$ cat config.mk
export PLATFORM = sky130hd
export DESIGN_NAME = move_controller_flat
export DESIGN_NICKNAME = d
export VERILOG_FILES = /design/src/rtl/move_controller_if.sv /design/src/rtl/move_controller.sv /design/src/flat_wrapper.sv
export SDC_FILE = /design/constraint.sdc
export NUM_CORES = 1
export LEC_CHECK = 0
export ABC_AREA = 0
export ABC_CLOCK_PERIOD_IN_PS = 6000
export BUFFER_PORTS_ARGS = -buffer_cell sky130_fd_sc_hd__buf_4
export CAP_MARGIN = 20
export CORE_AREA = 2 2 73 75
export DETAILED_ROUTE_END_ITERATION = 10
export DIE_AREA = 0 0 75 77
export MAX_ROUTING_LAYER = met4
export PLACE_DENSITY = 0.64
export SYNTH_ARGS = -nofsm -noshare
export SYNTH_HDL_FRONTEND = slang
export SYNTH_SLANG_ARGS = --single-unit
$ cat constraint.sdc
create_clock -name clk -period 6 [get_ports clk]
set_clock_uncertainty 0.15 [all_clocks]
set_input_delay 1.2 -clock clk [delete_from_list [all_inputs] [get_ports clk]]
set_output_delay 1.2 -clock clk [all_outputs]
set_load 0.1 [all_outputs]
$ cat src/rtl/move_controller_if.sv
// Command/position bundle between the game-board control and move_controller.
// master drives commands and the win flag; slave is the controller.
interface move_controller_if #(
  parameter int COUNT_WIDTH = 14
);
  logic                   load;
  logic [4:0]             initialBlank;
  logic                   dirValid;
  logic [1:0]             dir;
  logic                   ifWin;
  logic [4:0]             moveFrom;
  logic [4:0]             moveTo;
  logic                   moveValid;
  logic                   reject;
  logic                   ready;
  logic                   won;
  logic [COUNT_WIDTH-1:0] moveCount;

  modport master (
    output load, initialBlank, dirValid, dir, ifWin,
    input  moveFrom, moveTo, moveValid, reject, ready, won, moveCount
  );

  modport slave (
    input  load, initialBlank, dirValid, dir, ifWin,
    output moveFrom, moveTo, moveValid, reject, ready, won, moveCount
  );
endinterface

$ cat src/rtl/move_controller.sv
// Turns direction strobes into registered moveFrom/moveTo pairs and tracks the blank tile.
// One move per 3 cycles (IDLE accept, MOVE, SETTLE); commands outside IDLE are dropped.
module move_controller #(
  parameter int COUNT_WIDTH = 14,
  parameter int MAX_MOVES   = 9999,
  parameter int RESET_BLANK = 16
) (
  input  logic              clk,
  input  logic              resetn,
  move_controller_if.slave  bus_io
);

  typedef enum logic [1:0] {
    S_IDLE,
    S_MOVE,
    S_SETTLE,
    S_WON
  } state_e;

  localparam logic [1:0] DIR_UP    = 2'd0;
  localparam logic [1:0] DIR_DOWN  = 2'd1;
  localparam logic [1:0] DIR_LEFT  = 2'd2;
  localparam logic [1:0] DIR_RIGHT = 2'd3;

  localparam logic [COUNT_WIDTH-1:0] CNT_MAX   = COUNT_WIDTH'(MAX_MOVES);
  localparam logic [4:0]             BLANK_RST = 5'(RESET_BLANK);

  state_e                 state_q, state_d;
  logic [4:0]             blank_q, blank_d;
  logic [4:0]             from_q,  from_d;
  logic [4:0]             to_q,    to_d;
  logic                   vld_q,   vld_d;
  logic                   rej_q,   rej_d;
  logic [COUNT_WIDTH-1:0] cnt_q,   cnt_d;

  logic [3:0] pos_m1;
  logic [1:0] row;
  logic [1:0] col;
  logic       legal;
  logic [4:0] nbr;
  logic [4:0] load_blank;

  // Blank 16 wraps to 15 in 4 bits, which is still row 3 / col 3.
  always_comb begin
    pos_m1 = blank_q[3:0] - 4'd1;
    row    = pos_m1[3:2];
    col    = pos_m1[1:0];
    legal  = 1'b0;
    nbr    = blank_q;
    case (bus_io.dir)
      DIR_UP: begin
        legal = (row != 2'd3);
        nbr   = blank_q + 5'd4;
      end
      DIR_DOWN: begin
        legal = (row != 2'd0);
        nbr   = blank_q - 5'd4;
      end
      DIR_LEFT: begin
        legal = (col != 2'd3);
        nbr   = blank_q + 5'd1;
      end
      DIR_RIGHT: begin
        legal = (col != 2'd0);
        nbr   = blank_q - 5'd1;
      end
      default: begin
        legal = 1'b0;
        nbr   = blank_q;
      end
    endcase
  end

  always_comb begin
    load_blank = bus_io.initialBlank;
    if (bus_io.initialBlank == 5'd0 || bus_io.initialBlank > 5'd16) begin
      load_blank = 5'd16;
    end
  end

  always_comb begin
    state_d = state_q;
    blank_d = blank_q;
    from_d  = from_q;
    to_d    = to_q;
    vld_d   = 1'b0;
    rej_d   = 1'b0;
    cnt_d   = cnt_q;

    if (bus_io.load) begin
      state_d = S_IDLE;
      blank_d = load_blank;
      from_d  = load_blank;
      to_d    = load_blank;
      cnt_d   = '0;
    end else begin
      case (state_q)
        S_IDLE: begin
          if (bus_io.dirValid) begin
            if (legal) begin
              state_d = S_MOVE;
              from_d  = nbr;
              to_d    = blank_q;
              vld_d   = 1'b1;
            end else begin
              rej_d = 1'b1;
            end
          end
        end
        S_MOVE: begin
          // from_q still holds the neighbour; it becomes the new blank.
          state_d = S_SETTLE;
          blank_d = from_q;
          to_d    = from_q;
          if (cnt_q < CNT_MAX) begin
            cnt_d = cnt_q + 1'b1;
          end
        end
        S_SETTLE: begin
          state_d = bus_io.ifWin ? S_WON : S_IDLE;
        end
        S_WON: begin
          state_d = S_WON;
        end
        default: begin
          state_d = S_IDLE;
        end
      endcase
    end
  end

  always_ff @(posedge clk or posedge resetn) begin
    if (resetn) begin
      state_q <= S_IDLE;
      blank_q <= BLANK_RST;
      from_q  <= BLANK_RST;
      to_q    <= BLANK_RST;
      vld_q   <= 1'b0;
      rej_q   <= 1'b0;
      cnt_q   <= '0;
    end else begin
      state_q <= state_d;
      blank_q <= blank_d;
      from_q  <= from_d;
      to_q    <= to_d;
      vld_q   <= vld_d;
      rej_q   <= rej_d;
      cnt_q   <= cnt_d;
    end
  end

  assign bus_io.moveFrom  = from_q;
  assign bus_io.moveTo    = to_q;
  assign bus_io.moveValid = vld_q;
  assign bus_io.reject    = rej_q;
  assign bus_io.ready     = (state_q == S_IDLE);
  assign bus_io.won       = (state_q == S_WON);
  assign bus_io.moveCount = cnt_q;

endmodule

$ cat src/flat_wrapper.sv
// flat-port wrapper written by rule: the top's interface ports become plain ports
module move_controller_flat 
#(
  parameter int COUNT_WIDTH = 14,
  parameter int MAX_MOVES   = 9999,
  parameter int RESET_BLANK = 16
)
  (clk, resetn, bus_io_load, bus_io_initialBlank, bus_io_dirValid, bus_io_dir, bus_io_ifWin, bus_io_moveFrom, bus_io_moveTo, bus_io_moveValid, bus_io_reject, bus_io_ready, bus_io_won, bus_io_moveCount);
  move_controller_if #(.COUNT_WIDTH(COUNT_WIDTH)) bus_io_i ();
  input  logic clk;
  input  logic resetn;
  input wire logic [$bits(bus_io_i.load)-1:0] bus_io_load;
  input wire logic [$bits(bus_io_i.initialBlank)-1:0] bus_io_initialBlank;
  input wire logic [$bits(bus_io_i.dirValid)-1:0] bus_io_dirValid;
  input wire logic [$bits(bus_io_i.dir)-1:0] bus_io_dir;
  input wire logic [$bits(bus_io_i.ifWin)-1:0] bus_io_ifWin;
  output wire logic [$bits(bus_io_i.moveFrom)-1:0] bus_io_moveFrom;
  output wire logic [$bits(bus_io_i.moveTo)-1:0] bus_io_moveTo;
  output wire logic [$bits(bus_io_i.moveValid)-1:0] bus_io_moveValid;
  output wire logic [$bits(bus_io_i.reject)-1:0] bus_io_reject;
  output wire logic [$bits(bus_io_i.ready)-1:0] bus_io_ready;
  output wire logic [$bits(bus_io_i.won)-1:0] bus_io_won;
  output wire logic [$bits(bus_io_i.moveCount)-1:0] bus_io_moveCount;
  assign bus_io_i.load = bus_io_load;
  assign bus_io_i.initialBlank = bus_io_initialBlank;
  assign bus_io_i.dirValid = bus_io_dirValid;
  assign bus_io_i.dir = bus_io_dir;
  assign bus_io_i.ifWin = bus_io_ifWin;
  assign bus_io_moveFrom = bus_io_i.moveFrom;
  assign bus_io_moveTo = bus_io_i.moveTo;
  assign bus_io_moveValid = bus_io_i.moveValid;
  assign bus_io_reject = bus_io_i.reject;
  assign bus_io_ready = bus_io_i.ready;
  assign bus_io_won = bus_io_i.won;
  assign bus_io_moveCount = bus_io_i.moveCount;
  move_controller #(.COUNT_WIDTH(COUNT_WIDTH), .MAX_MOVES(MAX_MOVES), .RESET_BLANK(RESET_BLANK)) u_core (.clk(clk), .resetn(resetn), .bus_io(bus_io_i));
endmodule
**After elaboration in Yosys (flattened, before gate mapping)**

Cells that the tools add are included.

- Shifts and indexed selects: 0
- Add/sub/neg operators: 6
- Magnitude comparators: 2
- Eq/ne operators: 10
- Multipliers: 0
- Bitwise logic cells: 0
- Divide/modulo/power cells: 0
- Reductions and logical operators: 16
- Mux-type cells: 29

Operators with widths:

| operator | count |
|---|---|
| 5-bit 2-to-1 mux | 10 |
| 14-bit 2-to-1 mux | 3 |
| 5-bit case mux with 4 select lines | 1 |
| 14-bit by 1-bit adder with 14-bit output, second input constant | 1 |
| 14-bit < comparator, second input constant | 1 |
| 2-bit nonzero test | 7 |
| 5-bit case mux with 2 select lines | 1 |
| 2-bit equality test, second input constant | 4 |
| 1-bit 2-to-1 mux | 8 |
| 2-bit 2-to-1 mux | 4 |
| 2-bit case mux with 4 select lines | 1 |
| 3-bit AND reduction | 2 |
| 5-bit by 1-bit adder with 5-bit output, second input constant | 1 |
| 5-bit by 3-bit adder with 5-bit output, second input constant | 1 |
| 5-bit > comparator, second input constant | 1 |
| 5-bit logical NOT | 1 |
| 5-bit by 1-bit subtractor with 5-bit output, second input constant | 1 |
| 5-bit by 3-bit subtractor with 5-bit output, second input constant | 1 |
| 2-bit by 1-bit equality test with 1-bit output, second input constant | 2 |
| 2-bit logical NOT | 2 |
| 2-bit != test, second input constant | 2 |
| 1-bit case mux with 4 select lines | 1 |
| 2-bit AND reduction | 2 |
| 4-bit by 1-bit subtractor with 4-bit output, second input constant | 1 |
| other kinds (4) | 4 |

- Word-level logic and storage cells: 70
- Output and inout port bits: 28
- Latch bits: 0
- Input bits: 12
- Memory bits (writable): 0
- Memory bits (read-only): 0
- Memories kept: 0
- Register bits after elaboration: 33

**Logic depth before layout (Yosys ltp)**

- Depth after elaboration: 7
- Mapped depth: 9
- Depth with buffers taken out: 7

**Worst setup path after synthesis**

No wires, ideal clock.

- Path type: input port to flip-flop
- Start: input port bus_io_dir[1]
- End: register u_core.from_q[3], in the netlist u_core.bus_io.moveFrom[3]
- Stages: 9
- Path buffers: 2
- Setup slack: 2.833 ns
- Data required time: 5.718 ns
- Arrival time: 2.885 ns
- Library setup time: 0.132 ns
- Path through: clkbuf_1 clkbuf_1 and2_1 ha_1 a21o_1 a21oi_1 xnor2_1 a211oi_1 o31ai_1

- Word-level cells in the longest chain between the ends: 6
- Elaborated cells on any way between the ends: 12
- Classes of those cells: eq/ne (3); mux (6); reduce/logical (3)

RTL lines:

| item | RTL line | RTL |
|---|---|---|
| from (decl) | flat_wrapper.sv:15 | `input wire logic [$bits(bus_io_i.dir)-1:0] bus_io_dir;` |
| 2-bit equality test (tied with other cells) | move_controller.sv:50 | `case (bus_io.dir)` |
| 5-bit case mux with 4 select lines | move_controller.sv:50 |  |
| 5-bit 2-to-1 mux | move_controller.sv:100 | `if (legal) begin` |
| 5-bit 2-to-1 mux | move_controller.sv:99 | `if (bus_io.dirValid) begin` |
| 5-bit 2-to-1 mux | move_controller.sv:97 | `case (state_q)` |
| 5-bit 2-to-1 mux | move_controller.sv:90 | `if (bus_io.load) begin` |
| to (signal assigned) | move_controller.sv:144 | `from_q <= from_d;` |
| to (decl) | move_controller.sv:30 | `logic [4:0] from_q, from_d;` |

Several ways; a longest one is shown, not always the timed one. The select of a mux whose other input is x is not followed.
A chain may end at the register's enable or synchronous reset.

**Worst setup path after layout**

- Start: input port bus_io_load
- End: register u_core.cnt_q[9], in the netlist u_core.bus_io.moveCount[9]

- Word-level cells in the longest chain between the ends: 2
- Elaborated cells on any way between the ends: 4
- Classes of those cells: mux (1); reduce/logical (3)

RTL lines:

| item | RTL line | RTL |
|---|---|---|
| from (decl) | flat_wrapper.sv:12 | `input wire logic [$bits(bus_io_i.load)-1:0] bus_io_load;` |
| 2-bit nonzero test (no source line) | - |  |
| 2-bit AND reduction (no source line) | - |  |
| to (signal assigned) | move_controller.sv:148 | `cnt_q <= cnt_d;` |
| to (decl) | move_controller.sv:34 | `logic [COUNT_WIDTH-1:0] cnt_q, cnt_d;` |

Several ways; a longest one is shown, not always the timed one.

==> metrics.txt <==
syn nets=250; final std cells w/o fill=333; CP max-delay cell=a211oi_1; Post-synth top cells=dfrtp_1 (30), nor2_1 (25), a21oi_1 (15), nand2_1 (15), inv_1 (11); placed cell count=~330; VDD IR-drop max=0.161 mV; final period utilization=0.501; cts bufs inserted=5; maxcap violations=0; total area of sequential cells=~830 um^2; critical path, cell by cell=buf_4, nand4b_1, a211oi_1, nor4_2, nand4_1, mux2_2; Via density=~5.5; Slew Limit Fails=0; vias in the first global route=1762; critical path launch point type=input port; Crit path largest cell delay=approximately 0.64 ns; post-synthesis register bit count=33; total die area=~5800 um^2; core area=~5000 um^2; Max H-tree Level=2; Crit Path Max Fanout=between 40 and 50; RSZ-0062 raised after global routing=false; Arr. time, crit path=around 3.0 ns; Worst-Skew Late Latency=between 0.2 and 0.3 ns; post-DR wirelength/cell=14.7 um; Post-Syn Instances=between 200 and 250; row count=26; Yosys warnings=0; Post-CTS Setup Inserts=0; measured slew at the worst slew-check pin=~0.87 ns; Initial Util=0.423; drt first pass iters=4; Leakage=~0.0011 uW; layout cell share with drive strength beyond 1=0.217; CTS tree=yes; number of synthesized flops with an enable pin=0; clock tree sinks=33; Clock Tree Root=clkbuf_8; Final Hold Violating Endpoints=0; Port-buffer cells=39; required time of the critical path=approximately 6.0 ns; Boundary Pins=40; Slew HR=0.418; Crit path max-delay family=compound AO/OA/AOI/OAI gates; DP HPWL=roughly 3500 um; Crit. End Element=flop; Post-CTS Hold Buffers=0; minimum clock period=between 3 and 4 ns; Synth Cell Area=approximately 2100 um^2; fin area=2520 um^2; largest net degree at the start of global routing=46; first-pass GRT wire length=8410 um; DRT iter0 DRCs=roughly 230; area leader, netlist=dfrtp_1; Top FF cell, synth=dfrtp_1; status=complete, no violations; most frequent cell after synthesis=dfrtp_1; clock tree buffer depth=2; Post-Route WL=between 4000 and 5000 um; multi-input logic area=roughly 1200 um^2; Filler cells=roughly 480; # resized after CTS=0; Fin Hold WS=0.394 ns; Area growth, synth to finish=19.6%; syn avg cell area=9.18 um^2; global route overflow=0; PD cells=291 nW/um^2; Clock transition at path regs=roughly 0.070 ns; Crit Path Category=input port to flop; sequential fraction of the synthesis area=0.394; top cell type's share of synthesized area=0.357; vias post-DR=approximately 1800; Post-DP Area=2430 um^2; f_max=between 300 and 400 MHz; largest cells by area after synthesis=dfrtp_1 (36%), nor2_1 (4.5%), ha_1 (4.2%); number of nets in the layout=roughly 280; Antenna Nets Post-Route=0; Horiz. Die Dim=between 70 and 80 um; Chip Height=77 um; asr flop ratio synth=1.00; synth unique cells=between 50 and 60; initial antenna violation count=0; ANT cells=0; drc violations=0; Setup TNS Final=0 ns; Hold Path Class=flop to flop; Tot Pwr=between 700 and 800 uW; aggregate global-route resource usage=0.191; Setup-failing EPs final=0; WP buf/inv=1; Placer Congestion=0.842
## metrics by stage
step,util,setup WS [ns]
2_1_floorplan,-,2.83
3_3_place_gp,0.488,2.78
3_5_place_dp,0.488,2.73
4_1_cts,0.506,3.02
5_1_grt,0.506,2.81
6_report,0.506,2.99
## path summary, 6_finish.rpt
check                      slack, ns               startpoint                           to  cells past startpoint
setup / recovery                2.99              bus_io_load   u_core.bus_io.moveCount[9]                      6
hold / removal                  0.39  u_core.bus_io.moveTo[4]      u_core.bus_io.moveTo[4]                      2
setup reg to reg                3.01        u_core.state_q[1]   u_core.bus_io.moveCount[9]                      5
hold reg to reg                 0.39  u_core.bus_io.moveTo[4]      u_core.bus_io.moveTo[4]                      2
max in group asynchronous       4.50                   resetn            u_core.blank_q[4]                      3
min in group asynchronous       0.87                   resetn  u_core.bus_io.moveCount[12]                      3
## flip-flops by register name, indices dropped and copies added (netlist names)
name	flops
u_core.blank_q	5
u_core.bus_io.moveCount	14
u_core.bus_io.moveFrom	5
u_core.bus_io.moveTo	5
u_core.bus_io.moveValid	1
u_core.bus_io.reject	1
u_core.state_q	2
## logic make-up after synthesis
group,count (synthesis),share of synthesized area
mux,7,0.0351
fa+ha+maj,9,0.0607
buf+inv,25,0.0506
compound gates,53,0.182
xor+xnor,13,0.0541
simple gates,89,0.223
flops,33,0.394
## power by group
group / switching [uW] / internal [uW] / total, uW
Combinational: 215 / 76.8 / 292
Sequential: 28.4 / 248 / 276
Clock: 74.2 / 91.0 / 165
Total: 317 / 416 / 733
## worst register-to-register path, delay by kind of cell (launching register included)
kind               cells  cell delay [ns]
muxes                  1             0.29
and+or+nand+nor        3             1.50
DFF                    1             0.58
AOI/OAI and AO/OA      1             0.36
## area by class of cell
cell class | count | share of cell area
multi-input combinational | 171 | 0.464
sequential | 33 | 0.330
clock buffer | 7 | 0.0343
inverter | 12 | 0.0179
timing repair buffer | 40 | 0.119
tap | 70 | 0.0348
## placed cells by master, fill, tap and decap left out, drive strengths merged, types with 3 or more instances in the layout
cell type and instances:
buf 40, dfrtp 30, nor2 25, a21oi 15, nand2 15, inv 11, nand3 10, o21ai 8
xnor2 7, ha 7, clkbuf 7, nor3 6, xor2 6, a211oi 5, nand4 4, mux2i 4
o211ai 4, nor4 4, nor2b 3, nand4b 3, and3 3, mux2 3, and2 3, dfstp 3
o31ai 3
## metal layers
layer / share of wire / GRT usage
met1: 0.50 / 0.281
met4: 0.0043 / 0.0518
met3: 0.032 / 0.0315
met2: 0.46 / 0.273
met5: 0 / -
(Power assumes the default switching activity.)
